**config.mk**
```make
export PLATFORM = sky130hd
export DESIGN_NAME = instruction_fetch_stage_flat
export DESIGN_NICKNAME = d
export VERILOG_FILES = /design/src/rtl/arm_pkg.sv /design/src/rtl/instruction_fetch_stage_if.sv /design/src/rtl/pc_register.sv /design/src/rtl/instruction_fetch_stage.sv /design/src/flat_wrapper.sv
export SDC_FILE = /design/constraint.sdc
export NUM_CORES = 1
export LEC_CHECK = 0
export BUFFER_PORTS_ARGS = -buffer_cell sky130_fd_sc_hd__clkbuf_2
export CAP_MARGIN = 30
export CORE_AREA = 2 2 101 103
export DETAILED_ROUTE_END_ITERATION = 10
export DIE_AREA = 0 0 103 105
export GPL_TIMING_DRIVEN = 1
export PLACE_DENSITY = 0.79
export RECOVER_POWER = 50
export SETUP_SLACK_MARGIN = 0.15
export SYNTH_ARGS = -nofsm -noshare
export SYNTH_HDL_FRONTEND = slang
export SYNTH_SLANG_ARGS = --single-unit
```
**constraint.sdc**
```tcl
create_clock -name clk -period 3.84 [get_ports clk]
set_input_delay 0.768 -clock clk [delete_from_list [all_inputs] [get_ports clk]]
set_output_delay 0.768 -clock clk [all_outputs]
set_load 0.1 [all_outputs]
```
**src/rtl/arm_pkg.sv**
```systemverilog
// Shared ARM pipeline definitions.
//   WORD_W    : datapath / instruction width
//   NOP_INSTR : bubble word placed in pipeline registers
//   if_id_t   : IF/ID pipeline record, also consumed by the decode stage
package arm_pkg;

    localparam int WORD_W = 32;
    localparam logic [WORD_W-1:0] NOP_INSTR = 32'hE000_0000;

    typedef struct packed {
        logic [WORD_W-1:0] pc_plus1;
        logic [WORD_W-1:0] instruction;
        logic              valid;
    } if_id_t;

endpackage

```
**src/rtl/instruction_fetch_stage_if.sv**
```systemverilog
// Instruction memory read bus between the fetch stage and the memory.
//   imem_address     : word address, driven by the fetch stage
//   imem_instruction : instruction word returned in the same cycle
// master = fetch stage, slave = instruction memory.
interface instruction_fetch_stage_if;
    import arm_pkg::*;

    logic [WORD_W-1:0] imem_address;
    logic [WORD_W-1:0] imem_instruction;

    modport master (output imem_address, input imem_instruction);
    modport slave  (input imem_address, output imem_instruction);

endinterface

```
**src/rtl/pc_register.sv**
```systemverilog
// Program counter register.
//   clk, rst_n : clock, async active-low reset (pc clears to 0)
//   load_en    : update pc on the next rising edge
//   sel_target : next value is the masked target instead of pc+1
//   target     : branch destination word address
//   pc         : current pc, zero-extended
//   pc_plus1   : (pc+1) mod DEPTH, zero-extended
module pc_register
    import arm_pkg::*;
#(
    parameter int DEPTH = 1024
) (
    input  logic              clk,
    input  logic              rst_n,
    input  logic              load_en,
    input  logic              sel_target,
    input  logic [WORD_W-1:0] target,
    output logic [WORD_W-1:0] pc,
    output logic [WORD_W-1:0] pc_plus1
);

    localparam int AW = (DEPTH > 1) ? $clog2(DEPTH) : 1;

    logic [AW-1:0] pc_q;
    logic [AW-1:0] pc_inc;
    logic [AW-1:0] pc_next;

    // Explicit wrap keeps the increment correct even for non-power-of-two depths.
    assign pc_inc  = (pc_q == AW'(DEPTH - 1)) ? '0 : pc_q + AW'(1);
    assign pc_next = sel_target ? target[AW-1:0] : pc_inc;

    always_ff @(posedge clk or negedge rst_n) begin
        if (!rst_n) begin
            pc_q <= '0;
        end else if (load_en) begin
            pc_q <= pc_next;
        end
    end

    assign pc       = WORD_W'(pc_q);
    assign pc_plus1 = WORD_W'(pc_inc);

    // Upper target bits fall outside the memory and are intentionally dropped.
    generate
        if (AW < WORD_W) begin : g_target_hi
            logic unused_target_hi;
            assign unused_target_hi = ^target[WORD_W-1:AW];
        end
    endgenerate

endmodule

```
**src/rtl/instruction_fetch_stage.sv**
```systemverilog
// Instruction fetch stage: owns the PC, reads instruction memory and
// registers the result into IF/ID.
//   clk, rst_n      : clock, async active-low reset
//   imem            : instruction memory bus (master side)
//   stall, flush    : hold / bubble controls
//   branch_taken    : redirect pc to branch_target (overrides stall/flush)
//   pc              : current fetch address
//   if_pc, if_instruction, if_valid : IF/ID register contents
//   fetch_count     : instructions accepted into IF/ID since reset
module instruction_fetch_stage
    import arm_pkg::*;
#(
    parameter int                DEPTH     = 1024,
    parameter logic [WORD_W-1:0] NOP_INSTR = arm_pkg::NOP_INSTR
) (
    input  logic                      clk,
    input  logic                      rst_n,
    instruction_fetch_stage_if.master imem,
    input  logic                      stall,
    input  logic                      flush,
    input  logic                      branch_taken,
    input  logic [WORD_W-1:0]         branch_target,
    output logic [WORD_W-1:0]         pc,
    output logic [WORD_W-1:0]         if_pc,
    output logic [WORD_W-1:0]         if_instruction,
    output logic                      if_valid,
    output logic [WORD_W-1:0]         fetch_count
);

    localparam if_id_t BUBBLE = '{pc_plus1: '0, instruction: NOP_INSTR, valid: 1'b0};

    logic [WORD_W-1:0] pc_plus1;
    logic              pc_load;
    if_id_t            if_id_q;
    if_id_t            if_id_d;
    logic              fetch_en;

    // A branch always moves the pc; otherwise only a stall freezes it.
    assign pc_load = branch_taken || !stall;

    pc_register #(.DEPTH(DEPTH)) u_pc_register (
        .clk        (clk),
        .rst_n      (rst_n),
        .load_en    (pc_load),
        .sel_target (branch_taken),
        .target     (branch_target),
        .pc         (pc),
        .pc_plus1   (pc_plus1)
    );

    assign imem.imem_address = pc;

    always_comb begin
        if_id_d  = if_id_q;
        fetch_en = 1'b0;
        if (branch_taken) begin
            if_id_d = BUBBLE;
        end else if (stall) begin
            if (flush) begin
                if_id_d = BUBBLE;
            end
        end else if (flush) begin
            if_id_d = BUBBLE;
        end else begin
            if_id_d  = '{pc_plus1: pc_plus1, instruction: imem.imem_instruction, valid: 1'b1};
            fetch_en = 1'b1;
        end
    end

    always_ff @(posedge clk or negedge rst_n) begin
        if (!rst_n) begin
            if_id_q     <= BUBBLE;
            fetch_count <= '0;
        end else begin
            if_id_q <= if_id_d;
            if (fetch_en) begin
                fetch_count <= fetch_count + WORD_W'(1);
            end
        end
    end

    assign if_pc          = if_id_q.pc_plus1;
    assign if_instruction = if_id_q.instruction;
    assign if_valid       = if_id_q.valid;

endmodule

```
**src/flat_wrapper.sv**
```systemverilog
// flat-port wrapper written by rule: the top's interface ports become plain ports
module instruction_fetch_stage_flat import arm_pkg::*;
#(
    parameter int                DEPTH     = 1024,
    parameter logic [WORD_W-1:0] NOP_INSTR = arm_pkg::NOP_INSTR
)
  (clk, rst_n, stall, flush, branch_taken, branch_target, pc, if_pc, if_instruction, if_valid, fetch_count, imem_imem_address, imem_imem_instruction);
  instruction_fetch_stage_if imem_i ();
  input  logic clk;
  input  logic rst_n;
  input  logic stall;
  input  logic flush;
  input  logic branch_taken;
  input  logic [WORD_W-1:0] branch_target;
  output logic [WORD_W-1:0] pc;
  output logic [WORD_W-1:0] if_pc;
  output logic [WORD_W-1:0] if_instruction;
  output logic if_valid;
  output logic [WORD_W-1:0] fetch_count;
  output wire logic [$bits(imem_i.imem_address)-1:0] imem_imem_address;
  input wire logic [$bits(imem_i.imem_instruction)-1:0] imem_imem_instruction;
  assign imem_imem_address = imem_i.imem_address;
  assign imem_i.imem_instruction = imem_imem_instruction;
  instruction_fetch_stage #(.DEPTH(DEPTH), .NOP_INSTR(NOP_INSTR)) u_core (.clk(clk), .rst_n(rst_n), .imem(imem_i), .stall(stall), .flush(flush), .branch_taken(branch_taken), .branch_target(branch_target), .pc(pc), .if_pc(if_pc), .if_instruction(if_instruction), .if_valid(if_valid), .fetch_count(fetch_count));
endmodule
```
==> run metrics <==
Synth area leader=dfrtp_1; violated checks=capacitance limit, slew limit; fin cells=660; P_int=1.43 mW; Slew headroom=-0.501; Hold Crit Class=reg2reg; Max Root-Sink Buffers=2; Clock Power Share=0.258; Flop pwr share=0.383; io pins=230; antenna-violating nets left=0; 1st-pass router iterations=4; hold slack final=0.474 ns; Switching Share=0.458; initial DRC count=93; post-CTS sizing=0; worst path required time=4.06 ns; setup bufs post-CTS=0; Seq cells post-synth=85; Die Span Y=105 um; vias post-DR=3,210; dpl ws=1.16 ns; drt wl/cell=13.9 um; Total Wirelength=9190 um; Worst setup EP type=flip-flop; initial core utilization=0.447; CTS tree=done; Clk Latency, worst-skew pair=0.34 ns; die width=103 um; initial antenna violation count=0; reg-to-reg setup timing slack=1.89 ns; area of the core=0.00964 mm2; Die Outline Area=0.0108 mm2; number of diodes=0; first-pass GRT wire length=14,500 um; final setup fails=0; final hold vios=0; clock skew=0.00694 ns; Setup crit start=branch_taken; outcome=finished with violations; layout cells sized above 1=0.258; combinational share of power=0.359; nets=594; Worst Reg-to-Reg Cells=4; Layout area overhead=15.3%; Hold-fix buffers, CTS=0; Synth top area share=0.476; # port buffers=141; TritonCTS Buffers=9; CTS Root Cell=clkbuf_8; DPL Wire Length=6890 um; worst-case vdd ir drop=0.279 mV; RR Endpoint=u_core.fetch_count[23]; Sink Count=85; grt ovf=0; Sw Pwr=1.21 mW; Synth Instances=399; max_cap viols=1; RSZ-0062 raised after global routing=false; startpoint class of the critical path=primary input; vias in the first global route=3,048; Peak Freq=0.407 GHz; Avg Cell Area, Syn=10.8 um2; RD Place Congestion=0.795; largest net degree at the start of global routing=46; post-synthesis cell area=0.00431 mm2; Arrival @ worst endpoint=2.68 ns; Final min period=2.46 ns; Reg-to-Reg Start=u_core.fetch_count[7]; Worst-Margin Slew=2.25 ns; dpl cells=645; CP max FO=24; worst setup path class=in2reg; Fillers=923; top cells by area, synth=dfrtp_1 (48%), buf_4 (13%), xnor2_1 (6.7%), a22o_1 (6.1%), nand2_1 (2.9%); Power Total=2.64 mW; Pleak=2.46 nW; Cell Pwr Density=532 mW/mm2; crit path to=u_core.fetch_count[26]; Sum Neg Setup Slack=0 ns; Final WS setup=1.38 ns; Worst-path clk slew=0.08 ns; synthesis warning total=0; gr usage total=0.169; synth unique cells=44; Cell Rows=36; sequential area share after synthesis=0.495; period utilization=0.640; drt drc=0; Slew Limit Fails=41; H-tree levels=3; vias per cell=4.86
[placed cells by master, fill, tap and decap left out, types with 3 or more instances in the layout]
master      n
and4_1      5
a22o_1     30
a21oi_1     5
dfstp_2     3
xor2_1      9
and3_1      7
or3_1       4
clkbuf_2  107
dfrtp_1    82
clkbuf_1   35
and2_1      4
o21ai_0    17
o22a_1      3
nor2b_1     3
nand4_1    17
clkbuf_8   10
nor2_1      5
xnor2_1    33
nand3_1    17
nand2_1    33
conb_1     66
[worst min-delay path by stage]
| stage | from | to | cells past startpoint |
|---|---|---|---|
| detailed placement | u_core.fetch_count[31] | u_core.fetch_count[31] | 1 |
| global placement | u_core.fetch_count[31] | u_core.fetch_count[31] | 1 |
| floorplan | rst_n | u_core.fetch_count[0] | 0 |
| global route | u_core.fetch_count[31] | u_core.fetch_count[31] | 1 |
| CTS | rst_n | u_core.if_valid | 1 |
| finish | u_core.fetch_count[31] | u_core.fetch_count[31] | 1 |
[power groups by stage]
| stage | sequential [mW] | combinational, mW | clock [mW] |
|---|---|---|---|
| after global placement | 1.03 | 0.946 | 0 |
| final | 1.01 | 0.949 | 0.682 |
| after global routing | 1.02 | 0.982 | 0.748 |
| after floorplan | 1.37 | 0.538 | 0 |
| after detailed placement | 1.03 | 0.955 | 0 |
| after CTS | 1.01 | 0.956 | 0.702 |
[state kept, by name, summed over array words and instances, names as in the netlist]
name	cells
u_core.if_pc	10
u_core.if_instruction	32
u_core.fetch_count	32
u_core.if_valid	1
u_core.u_pc_register.pc_q	10
[cell families after synthesis]
logic type | share of synthesized area
AOI/OAI and AO/OA | 0.112
adders and majority gates | 0.00581
xor gates and xnor gates | 0.0854
and+or+nand+nor | 0.142
muxes | 0.00261
buffers and inverters | 0.156
DFF | 0.495
other | 0.000871
[per-stage QoR]
stage | instance area, um2 | util
4_1_cts | 5010 | 0.520
3_3_place_gp | 4780 | 0.496
5_1_grt | 4970 | 0.515
2_1_floorplan | 4550 | -
3_5_place_dp | 4800 | 0.498
6_report | 4970 | 0.515
[worst max-delay path, stage by stage]
cell and delay [ns]:
clkbuf_1 0.38, or3_1 0.78, nor2_4 0.41, nand4_1 0.17, xnor2_1 0.18
[per-layer routing]
metal	global-route usage	up-vias	routed length, um
li1	-	1499	-
met1	0.207	1570	3820
met2	0.282	131	4630
met3	0.0428	10	611
met4	0.0630	0	119
met5	0	-	0
[cell type report]
| type | count | area [um2] | share of cell area |
|---|---|---|---|
| multi-input combinational | 282 | 1750 | 0.353 |
| clock buffer | 11 | 141 | 0.0285 |
| inverter | 1 | 3.75 | 0.000756 |
| clock inverter | 4 | 72.6 | 0.0146 |
| sequential | 85 | 2130 | 0.429 |
| tap | 133 | 166 | 0.0335 |
| timing repair buffer | 144 | 698 | 0.141 |
[synthesized netlist by cell type]
cell,count
nor4_1,2
conb_1,1
nor2_4,2
buf_1,1
a22oi_1,2
a211oi_1,1
o21a_1,1
nand4_1,17
o41ai_1,1
o21ai_0,16
o41a_1,1
and2_1,4
a311oi_1,1
o22a_1,3
a21oi_1,5
nor3_2,1
nor3_4,1
and3_1,7
nand3_4,1
xor2_1,9
o31ai_1,2
a22o_1,30
or3_1,4
and3_2,1
nand2_1,33
mux2_2,1
buf_6,2
or2_2,1
ha_1,2
buf_2,6
nor2b_1,3
nor2_1,5
and4_1,5
inv_1,1
and3b_1,1
xnor2_1,33
dfrtp_1,82
clkbuf_1,11
nand3_1,17
o21ai_1,1
buf_4,76
a32o_1,1
dfstp_2,3
nor4_4,1
(Power assumes the default switching activity.)
